## config.mk

```make
export PLATFORM = sky130hd
export DESIGN_NAME = srt4_quotient_accumulator
export DESIGN_NICKNAME = d
export VERILOG_FILES = /design/src/rtl/srt4_pkg.sv /design/src/rtl/srt4_otf_step.sv /design/src/rtl/srt4_quotient_accumulator.sv
export SDC_FILE = /design/constraint.sdc
export NUM_CORES = 1
export LEC_CHECK = 0
export CORE_MARGIN = 2
export CORE_UTILIZATION = 56
export CTS_BUF_LIST = sky130_fd_sc_hd__clkbuf_8
export DETAILED_ROUTE_END_ITERATION = 16
export PLACE_DENSITY_LB_ADDON = 0.2
export SKIP_LAST_GASP = 1
export SLEW_MARGIN = 20
export SYNTH_ARGS = -nofsm -noshare
export SYNTH_HDL_FRONTEND = slang
export SYNTH_SLANG_ARGS = --single-unit
export TNS_END_PERCENT = 1
```

## constraint.sdc

```tcl
create_clock -name clk -period 3 [get_ports clk]
set_input_delay 0.75 -clock clk [delete_from_list [all_inputs] [get_ports clk]]
set_output_delay 0.75 -clock clk [all_outputs]
set_load 0.02 [all_outputs]
```

## src/rtl/srt4_pkg.sv

```systemverilog
// srt4_pkg: shared definitions for the SRT-4 divider datapath.
// Holds the signed radix-4 digit encoding used by the control unit's
// lookup table and the quotient accumulator FSM states.
package srt4_pkg;

    localparam int unsigned DIGIT_W = 3;

    // Signed digit codes, identical to the control unit's lookup table
    localparam logic [DIGIT_W-1:0] D_0  = 3'b000;
    localparam logic [DIGIT_W-1:0] D_P1 = 3'b001;
    localparam logic [DIGIT_W-1:0] D_P2 = 3'b010;
    localparam logic [DIGIT_W-1:0] D_N1 = 3'b101;
    localparam logic [DIGIT_W-1:0] D_N2 = 3'b110;

    typedef enum logic [1:0] {
        IDLE    = 2'd0,
        ACCUM   = 2'd1,
        CORRECT = 2'd2,
        DONE    = 2'd3
    } state_t;

endpackage

```

## src/rtl/srt4_otf_step.sv

```systemverilog
// srt4_otf_step: one step of on-the-fly conversion of a signed radix-4 digit.
// Ports:
//   q, qm        current quotient and quotient-minus-one registers
//   digit        signed digit code (see srt4_pkg)
//   q_next_c     next Q value (combinational)
//   qm_next_c    next QM value (combinational)
//   illegal_c    digit code is not one of the five legal codes
module srt4_otf_step
    import srt4_pkg::*;
#(
    parameter int unsigned QW = 8
) (
    input  logic [QW-1:0]      q,
    input  logic [QW-1:0]      qm,
    input  logic [DIGIT_W-1:0] digit,
    output logic [QW-1:0]      q_next_c,
    output logic [QW-1:0]      qm_next_c,
    output logic               illegal_c
);

    // Digit as 3-bit two's complement; illegal codes behave as zero
    logic [2:0] d;
    logic       d_neg;
    logic       d_pos;
    logic [2:0] d_plus3;

    always_comb begin
        d         = 3'b000;
        illegal_c = 1'b0;
        case (digit)
            D_0:     d = 3'b000;
            D_P1:    d = 3'b001;
            D_P2:    d = 3'b010;
            D_N1:    d = 3'b111;
            D_N2:    d = 3'b110;
            default: illegal_c = 1'b1;
        endcase
    end

    assign d_neg   = d[2];
    assign d_pos   = !d[2] && (d != 3'b000);
    // (d-1) mod 4 == (d+3) mod 4 and (4+d) mod 4 == d mod 4, so one
    // appended pair per register covers both source choices
    assign d_plus3 = d + 3'd3;

    assign q_next_c  = {(d_neg ? qm[QW-3:0] : q[QW-3:0]), d[1:0]};
    assign qm_next_c = {(d_pos ? q[QW-3:0] : qm[QW-3:0]), d_plus3[1:0]};

endmodule

```

## src/rtl/srt4_quotient_accumulator.sv

```systemverilog
// srt4_quotient_accumulator: converts the SRT-4 digit stream into a binary
// quotient via Q/QM on-the-fly conversion, applies the final Q-1 correction
// for a negative remainder and hands the result downstream with valid/ready.
// Optional build macro SRT4_QACC_REM_FIX_EN adds remainder correction
// (ports rem_in, div_in, remainder).
// Ports:
//   clk, rst_b     clock, synchronous active-low reset
//   start          clears the accumulator and begins a division (any state)
//   digit_valid    digit strobe, one per iteration
//   digit          signed digit code
//   finish         remainder sign is final; rem_neg sampled with it
//   rem_neg        sign of the final partial remainder
//   quotient       corrected quotient, held while out_valid
//   out_valid      result valid until out_ready
//   out_ready      downstream accept
//   busy           high in ACCUM and CORRECT
//   err            sticky protocol/encoding error, cleared by start
//   rem_in         (optional) signed partial remainder, sampled with finish
//   div_in         (optional) normalized divisor, sampled with start
//   remainder      (optional) corrected remainder
module srt4_quotient_accumulator
    import srt4_pkg::*;
#(
    parameter  int unsigned DIGITS = 4,
    localparam int unsigned QW     = 2 * DIGITS
) (
    input  logic               clk,
    input  logic               rst_b,
    input  logic               start,
    input  logic               digit_valid,
    input  logic [DIGIT_W-1:0] digit,
    input  logic               finish,
    input  logic               rem_neg,
`ifdef SRT4_QACC_REM_FIX_EN
    input  logic [QW:0]        rem_in,
    input  logic [QW-1:0]      div_in,
    output logic [QW-1:0]      remainder,
`endif
    output logic [QW-1:0]      quotient,
    output logic               out_valid,
    input  logic               out_ready,
    output logic               busy,
    output logic               err
);

    localparam int unsigned CW = $clog2(DIGITS + 1);

    state_t          state;
    logic [QW-1:0]   q;
    logic [QW-1:0]   qm;
    logic [CW-1:0]   count;
    logic            rem_neg_q;

    logic [QW-1:0]   q_step;
    logic [QW-1:0]   qm_step;
    logic            illegal;
    logic            digit_take;
    logic [CW-1:0]   count_after;
    logic            finish_ok;

    srt4_otf_step #(
        .QW (QW)
    ) u_otf_step (
        .q         (q),
        .qm        (qm),
        .digit     (digit),
        .q_next_c  (q_step),
        .qm_next_c (qm_step),
        .illegal_c (illegal)
    );

    // A digit is only consumed while the count is not yet full; finish is
    // judged against the count including a same-cycle digit
    assign digit_take  = digit_valid && (count != CW'(DIGITS));
    assign count_after = count + CW'(digit_take);
    assign finish_ok   = (count_after == CW'(DIGITS));

`ifdef SRT4_QACC_REM_FIX_EN
    logic [QW:0]   rem_q;
    logic [QW-1:0] div_q;
    logic [QW:0]   rem_fix;
    logic          rem_fix_sign_unused;

    // Restoring add for a negative remainder; the sign bit is dropped
    assign rem_fix             = rem_neg_q ? (rem_q + {1'b0, div_q}) : rem_q;
    assign rem_fix_sign_unused = rem_fix[QW];
`endif

    // Control FSM, counter and result registers
    always_ff @(posedge clk) begin
        if (!rst_b) begin
            state     <= IDLE;
            q         <= '0;
            qm        <= '1;
            count     <= '0;
            rem_neg_q <= 1'b0;
            quotient  <= '0;
            out_valid <= 1'b0;
            busy      <= 1'b0;
            err       <= 1'b0;
`ifdef SRT4_QACC_REM_FIX_EN
            rem_q     <= '0;
            div_q     <= '0;
            remainder <= '0;
`endif
        end else if (start) begin
            state     <= ACCUM;
            q         <= '0;
            qm        <= '1;
            count     <= '0;
            out_valid <= 1'b0;
            busy      <= 1'b1;
            err       <= 1'b0;
`ifdef SRT4_QACC_REM_FIX_EN
            div_q     <= div_in;
`endif
        end else begin
            case (state)
                IDLE: begin
                end
                ACCUM: begin
                    if (digit_valid) begin
                        if (digit_take) begin
                            q     <= q_step;
                            qm    <= qm_step;
                            count <= count_after;
                            if (illegal) begin
                                err <= 1'b1;
                            end
                        end else begin
                            err <= 1'b1;
                        end
                    end
                    if (finish) begin
                        if (finish_ok) begin
                            rem_neg_q <= rem_neg;
                            state     <= CORRECT;
`ifdef SRT4_QACC_REM_FIX_EN
                            rem_q     <= rem_in;
`endif
                        end else begin
                            err <= 1'b1;
                        end
                    end
                end
                CORRECT: begin
                    // QM already equals Q-1, so correction is a register select
                    quotient  <= rem_neg_q ? qm : q;
                    out_valid <= 1'b1;
                    busy      <= 1'b0;
                    state     <= DONE;
`ifdef SRT4_QACC_REM_FIX_EN
                    remainder <= rem_fix[QW-1:0];
`endif
                end
                DONE: begin
                    if (out_ready) begin
                        out_valid <= 1'b0;
                        state     <= IDLE;
                    end
                end
                default: begin
                    state <= IDLE;
                end
            endcase
        end
    end

endmodule

```

# Word level (Yosys, flattened, before mapping)
# Index checks and enable logic that the tools add are counted.
[totals]
register_bits = 33
wordCells = 64
input_bits = 10
output_inout_bits = 11
[classes]
eq_ne = 15
reduce_logical = 17
muxes = 18
bitwise_logic = 2
n_addsub = 2
[op_table]
columns = ["operator", "count"]
rows = [
  ["two-way mux 6 bit", 2],
  ["inequality test 3 bit (second input constant)", 4],
  ["one-hot mux 3 bit (4 select lines)", 1],
  ["AND reduction 4 bit", 3],
  ["equality test 3 bit (second input constant)", 3],
  ["two-way mux 1 bit", 9],
  ["two-way mux 8 bit", 1],
  ["two-way mux 2 bit", 3],
  ["inequality test 2 bit (second input constant)", 3],
  ["one-hot mux 2 bit (3 select lines)", 1],
  ["nonzero test 3 bit", 2],
  ["OR reduction 5 bit", 1],
  ["equality test 2 bit (second input constant)", 2],
  ["AND reduction 2 bit", 2],
  ["nonzero test 2 bit", 2],
  ["nonzero test 4 bit", 1],
  ["adder 3 x 1 -> 3 bit", 1],
  ["equality test 3 x 1 -> 1 bit (second input constant)", 1],
  ["equality test 3 x 2 -> 1 bit (second input constant)", 1],
  ["zero test 3 bit", 1],
  ["AND reduction 3 bit", 1],
  ["adder 2 bit (second input constant)", 1],
  ["equality test 2 x 1 -> 1 bit (second input constant)", 1],
  ["logical AND 1 bit", 2],
  ["other kinds (4)", 5],
]

# Logic depth before layout (Yosys ltp)
[logic_depth]
ltp_word = 8
ltp_mapped = 8
mapped_depth_nobuf = 8

# Modules after synthesis
# From an unflattened synthesis, not the netlist that was laid out.
[hier_totals]
cells_unflattened = 188
hier_area_um2 = 1785.5
[by_module_without_submodules]
columns = ["mod", "area_per_inst_um2", "cells_per_inst", "n_inst"]
rows = [
  ["srt4_quotient_accumulator", 1531.5, 162, 1],
  ["srt4_otf_step", 254.0, 26, 1],
]

# Worst setup path before layout
# No wires, ideal clock.
[synth_path]
path_type = "reg2reg"
start = "register count[2]"
end = "register rem_neg_q"
t_required_ns = 2.928
path_buffers = 0
path_stages_with_launch = 8
arrival_time_ns = 2.102
slack_ns = 0.826
setup_ns = 0.072
synth_period_minus_slack_ns = 2.174
cell_sequence = "dfxtp_1 -> or3b_4 -> and2_2 -> ha_1 -> ha_1 -> nor3_1 -> nor3b_1 -> mux2i_1"
[synth_between]
elab_chain_len = 5
[synth_lines]
columns = ["element", "line", "rtl"]
rows = [
  ["start, declared", "srt4_quotient_accumulator.sv:51", "logic [CW-1:0] count;"],
  ["start signal, assigned", "srt4_quotient_accumulator.sv:126", "count <= count_after;"],
  ["inequality test 3 bit", "srt4_quotient_accumulator.sv:74", "assign digit_take = digit_valid && (count != CW'(DIGITS));"],
  ["logical AND 1 bit", "srt4_quotient_accumulator.sv:74", ""],
  ["adder 3 x 1 -> 3 bit", "srt4_quotient_accumulator.sv:75", "assign count_after = count + CW'(digit_take);"],
  ["net count_after[1]", "srt4_quotient_accumulator.sv:58", "logic [CW-1:0] count_after;"],
  ["equality test 3 bit", "srt4_quotient_accumulator.sv:76", "assign finish_ok = (count_after == CW'(DIGITS));"],
  ["AND reduction 4 bit (no line)", "-", ""],
  ["end signal, assigned", "srt4_quotient_accumulator.sv:136", "rem_neg_q <= rem_neg;"],
  ["end, declared", "srt4_quotient_accumulator.sv:52", "logic rem_neg_q;"],
]
# The timed path passes the listed nets, and every way through them passes these cells.
# A chain may end at the register's enable or synchronous reset.

# Worst setup path after layout
[layout_path]
start = "input port digit_valid"
end = "register rem_neg_q"
[layout_between]
elab_chain_len = 4
[layout_lines]
columns = ["element", "line", "rtl"]
rows = [
  ["start, declared", "srt4_quotient_accumulator.sv:30", "input logic digit_valid,"],
  ["logical AND 1 bit", "srt4_quotient_accumulator.sv:74", ""],
  ["adder 3 x 1 -> 3 bit", "srt4_quotient_accumulator.sv:75", ""],
  ["net count_after[1]", "srt4_quotient_accumulator.sv:58", ""],
  ["equality test 3 bit", "srt4_quotient_accumulator.sv:76", ""],
  ["AND reduction 4 bit (no line)", "-", ""],
]
# The timed path passes the listed nets, and every way through them passes these cells.

==> insert_results.sql <==
INSERT INTO impl_metrics (metric_group, metric, value, unit) VALUES
('outcome', 'outcome', 'complete, no violations', ''),
('global_route', 'track_usage', '0.219', ''),
('finish', 'layout.filler_cells', '224', ''),
('power_and_ir_drop', 'fin_total_pwr', '0.000863', 'W'),
('power_and_ir_drop', 'power.leakage', '0.800', 'nW'),
('routing', 'final_antenna_net_count', '0', ''),
('routing', 'detail_route.wirelength', '3.09', 'mm'),
('sta', 'fin_worst_skew', '0.00671', 'ns'),
('routing', 'detailroute.via_count', '1274', ''),
('worst_setup_path', 'critical_path.max_fanout', '5', ''),
('yosys', 'synth_area', '1570', 'µm²'),
('yosys', 'synth_sequential_area_ratio', '0.421', ''),
('worst_setup_path', 'startpoint_type', 'primary input', ''),
('routing', 'routed_via_density', '5.79', ''),
('global_route', 'largest_net_degree_at_the_start_of_global_routing', '24', ''),
('clock_network', 'ctsLongestPathBuffers', '2', ''),
('floorplanning', 'start_util', '0.579', ''),
('place', 'detailedPlacementHpwl', '2.26', 'mm'),
('global_route', 'gr-total-overflow', '0', ''),
('place', 'routabilityCongestion', '0.788', ''),
('clock_network', 'clock_tree.root_cell', 'sky130_fd_sc_hd__clkbuf_8', ''),
('yosys', 'synthesis.area_per_instance', '9.45', 'µm²'),
('yosys', 'post_synth_inst_count', '166', ''),
('yosys', 'yosys.area.top_type', 'sky130_fd_sc_hd__dfxtp_1', ''),
('yosys', 'ys_top_cells_by_area', 'sky130_fd_sc_hd__dfxtp_1 (42%), sky130_fd_sc_hd__mux2i_1 (13%), sky130_fd_sc_hd__a21oi_1 (5.7%), sky130_fd_sc_hd__ha_1 (5.6%), sky130_fd_sc_hd__nand2_1 (5.3%)', ''),
('worst_setup_path', 'timing.critical_path.required', '3.22', 'ns'),
('floorplanning', 'core.rowCount', '19', ''),
('yosys', 'ys_async_sr_fraction', '0', ''),
('sta', 'final.setup.tns', '0', 'ns'),
('clock_network', 'clock_tree_from_tritoncts', 'built', ''),
('routing', 'post_detailed_route_drc_marker_count', '0', ''),
('global_route', 'grt_pass1_wl', '5.40', 'mm'),
('power_and_ir_drop', 'power.ir.vdd_worst', '0.540', 'mV'),
('yosys', 'yosys.cell_count.top_type', 'sky130_fd_sc_hd__dfxtp_1', ''),
('routing', 'drt_iter0_drc', '55', ''),
('sta', 'timing.final.max_slew_violations', '0', ''),
('floorplanning', 'die_area', '3240', 'µm²'),
('sta', 'worst_pin_slew', '0.728', 'ns'),
('clock_network', 'clkSinkCount', '33', ''),
('yosys', 'synth_largest_type_area_fraction', '0.421', ''),
('yosys', 'unique_masters_post_synth', '34', ''),
('floorplanning', 'coreArea', '2710', 'µm²'),
('finish', 'fraction_of_final_layout_cells_sized_beyond_drive_strength_1', '0.101', ''),
('global_route', 'antenna_violations_before_repair', '0', ''),
('yosys', 'synth.top_cells.by_count', 'sky130_fd_sc_hd__dfxtp_1 (33), sky130_fd_sc_hd__nand2_1 (22), sky130_fd_sc_hd__mux2i_1 (21)', ''),
('sta', 'slew_headroom', '0.513', ''),
('sta', 'worst_hold_margin', '0.486', 'ns'),
('routing', 'drt_pass1_iterations', '4', ''),
('yosys', 'synth_fp_nets', '183', ''),
('floorplanning', 'dieWidth', '56.9', 'µm'),
('yosys', 'postSynth.topFlopCell', 'sky130_fd_sc_hd__dfxtp_1', ''),
('yosys', 'number_of_synthesis_warnings', '0', ''),
('job', 'cap_viol_max_count', '0', ''),
('sta', 'finalHoldViolations', '0', ''),
('routing', 'post_drt_wl_per_cell', '14.0', 'µm'),
('worst_setup_path', 'rrSetupSlack', '0.57', 'ns'),
('global_route', 'first_global_vias', '1238', ''),
('sta', 'rsz0062_at_grt', 'no', ''),
('sta', 'clock.fmax', '388', 'MHz'),
('worst_setup_path', 'criticalPathCategory', 'primary input to flop', ''),
('finish', 'finalNetCount', '205', ''),
('yosys', 'synth_edf_count', '0', ''),
('sta', 'final_critical_path_share_of_the_clock_period', '0.858', ''),
('clock_network', 'post_cts.resized_instances', '0', ''),
('clock_network', 'cts_hold_buffers', '0', ''),
('floorplanning', 'ioPinCount', '21', ''),
('clock_network', 'clock_pin_slew_of_the_registers_on_the_worst_case_setup_and_hold_paths', '0.07', 'ns'),
('yosys', 'ys_ff_latch', '33', ''),
('worst_setup_path', 'setup.worst_path.end', 'rem_neg_q', ''),
('clock_network', 'worstSkewPairLatency', '0.29', 'ns'),
('clock_network', 'cts_buffers', '5', '');
[final cells by class]
| type | count | area [µm²] | area share |
|---|---|---|---|
| Inverter | 4 | 15.0 | 0.00808 |
| Sequential cell | 33 | 661 | 0.355 |
| Timing Repair Buffer | 23 | 223 | 0.120 |
| Clock inverter | 3 | 17.5 | 0.00942 |
| Tap cell | 31 | 38.8 | 0.0209 |
| Clock buffer | 5 | 68.8 | 0.0370 |
| Multi-Input combinational cell | 121 | 836 | 0.450 |
[logic make-up (layout without fill, tap and decap cells)]
| family | Yosys count | count (layout) | synth area share |
|---|---|---|---|
| buffers and inverters | 12 | 35 | 0.0462 |
| adder cells (fa/ha/maj) | 7 | 7 | 0.0558 |
| flip-flops | 33 | 33 | 0.421 |
| AND/OR/NAND/NOR | 49 | 49 | 0.156 |
| multiplexers | 21 | 21 | 0.134 |
| AO/OA/AOI/OAI | 42 | 42 | 0.176 |
| XOR/XNOR | 2 | 2 | 0.0112 |
[state kept, by name (all words and copies together), names as in the netlist]
name,cells
state,2
out_valid,1
q,8
rem_neg_q,1
busy,1
err,1
count,3
quotient,8
qm,8
[routing by layer]
layer / global-route usage / up-vias / share of wire
met3: 0.0703 / 5 / 0.039
met1: 0.249 / 613 / 0.44
met2: 0.376 / 20 / 0.51
met5: 0 / - / 0
met4: 0.0930 / 0 / 0.018
li1: - / 636 / -
[power by group]
group	switching, W	internal (W)
logic	0.0000471	0.0000412
clock network	0.000163	0.000160
registers	0.00000651	0.000446
total	0.000217	0.000647
[per-stage QoR]
step / instances / instance area, µm² / util / worst slack (ns)
2_1_floorplan: 166 / 1570 / - / 0.826
3_3_place_gp: 212 / 1770 / 0.654 / 0.175
3_5_place_dp: 212 / 1770 / 0.654 / 0.130
4_1_cts: 220 / 1860 / 0.686 / 0.447
5_1_grt: 220 / 1860 / 0.686 / 0.219
6_report: 220 / 1860 / 0.686 / 0.425
[how the worst min path moves through the flow]
| stage | start | depth (start not counted) | endpoint | slack (ns) |
|---|---|---|---|---|
| 5_1_grt | count[1] | 2 | count[1] | 0.52 |
| 3_5_place_dp | count[1] | 2 | count[1] | 0.48 |
| 2_1_floorplan | count[1] | 2 | count[1] | 0.45 |
| 4_1_cts | count[1] | 2 | count[1] | 0.49 |
| 6_report | count[1] | 2 | count[1] | 0.49 |
| 3_3_place_gp | count[1] | 2 | count[1] | 0.47 |
[worst max-delay path, cell delays in order]
cell and delay (ns):
sky130_fd_sc_hd__clkdlybuf4s50_1 0.47, sky130_fd_sc_hd__and2_2 0.20, sky130_fd_sc_hd__ha_1 0.18, sky130_fd_sc_hd__ha_1 0.30, sky130_fd_sc_hd__nor3_1 0.36, sky130_fd_sc_hd__nor3b_1 0.33, sky130_fd_sc_hd__mux2i_1 0.21
[placed cells by master, fill, tap and decap left out, drive strengths merged, types with 3 or more instances in the layout]
cell type,netlist,layout
inv,4,4
nor2b,3,3
dfxtp,33,33
nor2,7,7
buf,4,3
ha,7,7
a21oi,18,18
clkdlybuf4s50,0,20
mux2i,21,21
o211a,8,8
nor3,8,8
clkbuf,4,5
o21ai,9,9
nand2,22,22
Power figures use the tool's default switching activity.
